[config.mk]
export PLATFORM = sky130hd
export DESIGN_NAME = demux_dist_flat
export DESIGN_NICKNAME = d
export VERILOG_FILES = /design/src/rtl/demux_dist_if.sv /design/src/rtl/demux_dist.sv /design/src/flat_wrapper.sv
export SDC_FILE = /design/constraint.sdc
export NUM_CORES = 1
export LEC_CHECK = 0
export CORE_MARGIN = 2
export CORE_UTILIZATION = 38
export DETAILED_ROUTE_END_ITERATION = 6
export GPL_TIMING_DRIVEN = 0
export PLACE_DENSITY = 0.67
export SLEW_MARGIN = 20
export SYNTH_ARGS = -nofsm -noshare
export SYNTH_HDL_FRONTEND = slang
export SYNTH_SLANG_ARGS = --single-unit
[constraint.sdc]
create_clock -name clk -period 6.25 [get_ports clk]
set_clock_uncertainty 0.05 [all_clocks]
set_input_delay 1.25 -clock clk [delete_from_list [all_inputs] [get_ports clk]]
set_output_delay 1.25 -clock clk [all_outputs]
set_load 0.02 [all_outputs]
[src/rtl/demux_dist_if.sv]
// Handshake bundle between a symbol source/lane consumers and demux_dist.
// master drives symbols and acks; slave (the demux) drives ready, lanes, err, drop_cnt.
interface demux_dist_if #(
  parameter int NLANES = 31,
  parameter int DW     = 2
);
  logic                 in_valid;
  logic                 in_ready;
  logic [4:0]           sel;
  logic [DW-1:0]        inp;
  logic [NLANES*DW-1:0] out_data;
  logic [NLANES-1:0]    out_valid;
  logic [NLANES-1:0]    out_ack;
  logic                 err;
  logic [7:0]           drop_cnt;

  modport master (
    output in_valid, sel, inp, out_ack,
    input  in_ready, out_data, out_valid, err, drop_cnt
  );

  modport slave (
    input  in_valid, sel, inp, out_ack,
    output in_ready, out_data, out_valid, err, drop_cnt
  );
endinterface

[src/rtl/demux_dist.sv]
// 1-to-31 symbol demux: each lane is a one-entry holding register with a full flag.
// Ports: clk, reset (async high), bus (slave side: in_*, sel, out_*, err, drop_cnt).
module demux_dist #(
  parameter int NLANES = 31,
  parameter int DW     = 2
) (
  input logic         clk,
  input logic         reset,
  demux_dist_if.slave bus
);

  logic [NLANES-1:0]    full;
  logic [NLANES*DW-1:0] data;
  logic                 err_q;
  logic [7:0]           cnt;

  logic                 inv;
  logic                 rdy;
  logic                 xfer;
  logic [NLANES-1:0]    load;

  assign inv = (bus.sel == 5'h1f);

  // Ready comes only from state and inputs; a full lane frees up
  // in the same cycle its consumer acks.
  always_comb begin
    rdy = 1'b1;
    if (!inv) rdy = !full[bus.sel] | bus.out_ack[bus.sel];
  end

  assign xfer = bus.in_valid & rdy;

  always_comb begin
    load = '0;
    if (xfer && !inv) load[bus.sel] = 1'b1;
  end

  always_ff @(posedge clk or posedge reset) begin
    if (reset) begin
      full  <= '0;
      data  <= '0;
      err_q <= 1'b0;
      cnt   <= 8'd0;
    end else begin
      // A load wins over an ack on the same lane: no bubble.
      full  <= load | (full & ~bus.out_ack);
      for (int i = 0; i < NLANES; i++) begin
        if (load[i]) data[i*DW +: DW] <= bus.inp;
      end
      err_q <= xfer & inv;
      if (xfer && inv && cnt != 8'hff) cnt <= cnt + 8'd1;
    end
  end

  assign bus.in_ready  = rdy;
  assign bus.out_valid = full;
  assign bus.out_data  = data;
  assign bus.err       = err_q;
  assign bus.drop_cnt  = cnt;

endmodule

[src/flat_wrapper.sv]
// flat-port wrapper written by rule: the top's interface ports become plain ports
module demux_dist_flat 
#(
  parameter int NLANES = 31,
  parameter int DW     = 2
)
  (clk, reset, bus_in_valid, bus_sel, bus_inp, bus_out_ack, bus_in_ready, bus_out_data, bus_out_valid, bus_err, bus_drop_cnt);
  demux_dist_if #(.NLANES(NLANES), .DW(DW)) bus_i ();
  input logic clk;
  input logic reset;
  input wire logic [$bits(bus_i.in_valid)-1:0] bus_in_valid;
  input wire logic [$bits(bus_i.sel)-1:0] bus_sel;
  input wire logic [$bits(bus_i.inp)-1:0] bus_inp;
  input wire logic [$bits(bus_i.out_ack)-1:0] bus_out_ack;
  output wire logic [$bits(bus_i.in_ready)-1:0] bus_in_ready;
  output wire logic [$bits(bus_i.out_data)-1:0] bus_out_data;
  output wire logic [$bits(bus_i.out_valid)-1:0] bus_out_valid;
  output wire logic [$bits(bus_i.err)-1:0] bus_err;
  output wire logic [$bits(bus_i.drop_cnt)-1:0] bus_drop_cnt;
  assign bus_i.in_valid = bus_in_valid;
  assign bus_i.sel = bus_sel;
  assign bus_i.inp = bus_inp;
  assign bus_i.out_ack = bus_out_ack;
  assign bus_in_ready = bus_i.in_ready;
  assign bus_out_data = bus_i.out_data;
  assign bus_out_valid = bus_i.out_valid;
  assign bus_err = bus_i.err;
  assign bus_drop_cnt = bus_i.drop_cnt;
  demux_dist #(.NLANES(NLANES), .DW(DW)) u_core (.clk(clk), .reset(reset), .bus(bus_i));
endmodule
==> results.py <==
metrics = {
    "cells_and_area": {
        "multi_input_area_um2": 1877,
        "synthToLayoutAreaGrowth_pct": 42.49,
        "final_util_pct": 55.77,
        "final_common_cell": "clkdlybuf4s50_1",
        "regArea_um2": 2552,
        "layout_common_cells": "clkdlybuf4s50_1, dfrtp_1, inv_1, nand3_1, o2bb2ai_1",
        "fillerInstances": 1060,
        "nets": 598,
        "drive_above_1_share_pct": 9.804,
        "antennaDiodeCount": 0,
        "fin_cells": 729,
    },
    "timing": {
        "max_freq_mhz": 176.1,
        "relSlewSlack_pct": 48.74,
        "postLayoutSetupSlackWorst_ps": 572.5,
        "setup_viol": 0,
        "post-route-min-period_ps": 5677,
        "final-hold-violation-count": 0,
        "fin_crit_sh_pct": 90.84,
        "finalMaxSlewViolations": 0,
        "tightest_slew_ps": 763.7,
        "finalSetupTns_ps": 0,
        "rsz0062_at_grt": "no",
    },
    "clocking": {
        "htree_levels": 3,
        "tritoncts": "yes",
        "clkSlewWorstSetupHoldPaths_ps": 60,
        "clock-sinks": 102,
        "clk_latency_ps": 350,
        "ctsResizeCount": 0,
        "cts_made_buffers": 9,
        "cts-root-buf": "clkbuf_16",
        "cts_buffer_depth": 2,
        "post_cts_buffers": 0,
        "ctsHoldBuffers": 0,
    },
    "setup_path": {
        "rr_startpoint": "u_core.bus.out_valid[25]",
        "worstPathCellList": "clkdlybuf4s50_1 > buf_2 > or3b_2 > o22ai_1 > nor4_2 > mux2i_1 > nor2_2 > inv_2 > buf_6 > clkdlybuf4s50_1",
        "cp_slowest_cell": "clkdlybuf4s50_1",
        "r2r_end": "u_core.bus.out_data[61]",
        "cpMostUsedCell": "clkdlybuf4s50_1",
        "crit_required_ps": 4950,
        "r2r_slack_ps": 3630,
        "crit_buf_inv": 5,
        "crit_arrival_ps": 4380,
        "critPathKind": "in -> out",
        "path_delay_family": "buffers and inverters",
        "path_max_fanout": 10,
        "cpPeakStageDelay_ps": 630,
        "start_kind": "primary input",
        "reg2reg_depth": 6,
        "end_kind": "output pin",
    },
    "global_routing": {
        "grt_pass1_vias": 4060,
        "antenna_found_initial": 0,
        "grt_max_degree": 77,
        "grt_first_pass_wirelength_um": 23290,
        "grt-ovfl-total": 0,
        "track_usage_pct": 23.54,
    },
    "route": {
        "wirelength_um": 15180,
        "vias": 4088,
        "drc": 0,
        "final_antenna_net_count": 0,
        "wl_per_cell_um": 20.82,
        "via_per_inst": 5.608,
        "dr.pass1.iters": 5,
        "drt-initial-drc-count": 249,
    },
    "flow_run": {
        "max-cap-violations": 0,
    },
    "floorplan": {
        "initial_core_util_pct": 39.14,
        "die_y_um": 115.5,
        "pin_count": 144,
        "std_cell_rows": 40,
        "core_um2": 12060,
        "dieArea_um2": 13330,
        "die_w_um": 115.5,
    },
    "place": {
        "portBuffers": 140,
        "dpl.cell_count": 713,
        "gp_congestion": 0.8662,
        "dp_hpwl_um": 11460,
        "pre_cts_slack_ps": 638.3,
    },
    "yosys": {
        "avgSynthCellArea_um2": 11.69,
        "synth_edf_count": 0,
        "syn_area_um2": 4721,
        "yosysWarningCount": 0,
        "synthDistinctLibCells": 46,
        "synthCells": 404,
        "synth_top_flop_cell": "dfrtp_1",
        "synth-seq-cells": 102,
        "async_reset_ff_share_pct": 100.0,
        "yosysSeqAreaShare_pct": 54.07,
        "syn-num-nets": 446,
    },
    "hold_path": {
        "min_path_type": "reg -> reg",
        "hold_start": "u_core.bus.out_data[26]",
        "hold_end": "u_core.bus.out_data[26]",
        "whs_path_depth": 1,
    },
    "power_and_ir_drop": {
        "p_sw_uw": 578.8,
        "comb_power_share_pct": 26.6,
        "p_clk_share_pct": 32.7,
        "p_int_uw": 1410,
        "p_per_area_nw_per_um2": 295.6,
        "p_seq_share_pct": 40.6,
        "p_sw_share_pct": 29.11,
        "p_leak_uw": 0.002728,
        "peakVddDrop_uv": 165.3,
    },
    "status": {
        "outcome": "finished clean",
    },
}
==> logic make-up (layout without fill, tap and decap cells) <==
| family | count (synthesis) | count (layout) | share of synthesized area (%) |
|---|---|---|---|
| compound gates | 115 | 115 | 19.67 |
| mux | 29 | 29 | 7.130 |
| xor+xnor | 7 | 7 | 1.299 |
| flops | 102 | 102 | 54.07 |
| buf+inv | 63 | 220 | 6.494 |
| fa+ha+maj | 1 | 1 | 0.2650 |
| simple gates | 87 | 87 | 11.08 |
==> layout make-up <==
class | instances | share of cell area, %
clock buffer | 11 | 3.609
sequential | 102 | 37.95
clock inverter | 5 | 1.544
tap | 168 | 3.125
timing repair buffer | 141 | 21.24
buffer | 27 | 2.548
multi-input combinational | 239 | 27.90
inverter | 36 | 2.083
==> how the worst max path moves through the flow <==
stage / cells after the start / startpoint / to
after CTS: 10 / bus_sel[4] / bus_in_ready
after global placement: 10 / bus_sel[4] / bus_in_ready
after floorplan: 9 / bus_sel[1] / bus_in_ready
final: 10 / bus_sel[4] / bus_in_ready
after global routing: 10 / bus_sel[4] / bus_in_ready
after detailed placement: 10 / bus_sel[4] / bus_in_ready
==> synth_stat cells (2+ instances only) <==
cell,instances,share of area [%]
dfrtp_1,102,54
and3_1,3,0.40
mux4_1,2,1.1
clkbuf_1,7,0.56
or3b_2,2,0.37
and2_1,5,0.66
o2bb2ai_1,32,5.9
nor3b_2,3,0.80
nor2_1,5,0.40
nand3_2,2,0.42
a32o_1,30,6.4
nor4_2,2,0.53
o21ai_1,2,0.21
buf_4,3,0.48
xnor2_1,5,0.93
o21a_1,2,0.32
o22ai_1,12,1.6
mux2i_1,25,5.3
nor3_2,2,0.42
nand4_1,2,0.26
buf_1,5,0.40
xor2_1,2,0.37
o31ai_4,2,0.90
nor3b_1,2,0.32
nand3_1,34,3.6
buf_6,7,1.7
buf_2,5,0.53
o21ai_0,30,3.2
or3_1,2,0.26
nor3_1,2,0.21
nand3b_1,4,0.64
nand2_1,13,1.0
inv_1,35,2.8
==> through the flow <==
stage / power [uW] / hold WS, ps / cell area, um^2
after global placement: 1336 / 428.3 / 6332
after detailed placement: 1350 / 430.3 / 6375
after global routing: 2068 / 456.8 / 6726
after CTS: 2002 / 445.8 / 6721
final: 1988 / 439.6 / 6726
after floorplan: 1074 / 545.5 / 4721
==> power by group through the flow <==
| stage | Clock (uW) | Combinational [uW] | Sequential (uW) |
|---|---|---|---|
| 2_1_floorplan | 0 | 159 | 915 |
| 3_3_place_gp | 0 | 519 | 817 |
| 3_5_place_dp | 0 | 532 | 818 |
| 6_report | 651 | 529 | 808 |
| 5_1_grt | 692 | 559 | 817 |
| 4_1_cts | 660 | 534 | 808 |
==> worst reg2reg max path, stage by stage, from the launching register on <==
cell       delay (ps)
dfrtp_1           410
mux4_1            550
nand3b_1          150
a31oi_4           140
o31ai_4           470
nand3_1           460
o2bb2ai_1         300
==> routing by layer <==
metal / vias up / track usage (%) / wire length [um]
li1: 1813 / - / -
met1: 2080 / 33.41 / 6688
met2: 180 / 37.50 / 7183
met3: 15 / 4.707 / 1106
met4: 0 / 5.622 / 197
met5: - / 0 / 0
==> state kept, by name (all words and copies together) (netlist names) <==
signal,cells
u_core.bus.out_data,62
u_core.bus.err,1
u_core.bus.out_valid,31
u_core.bus.drop_cnt,8
Note: power is estimated with default switching activity, not from simulation.
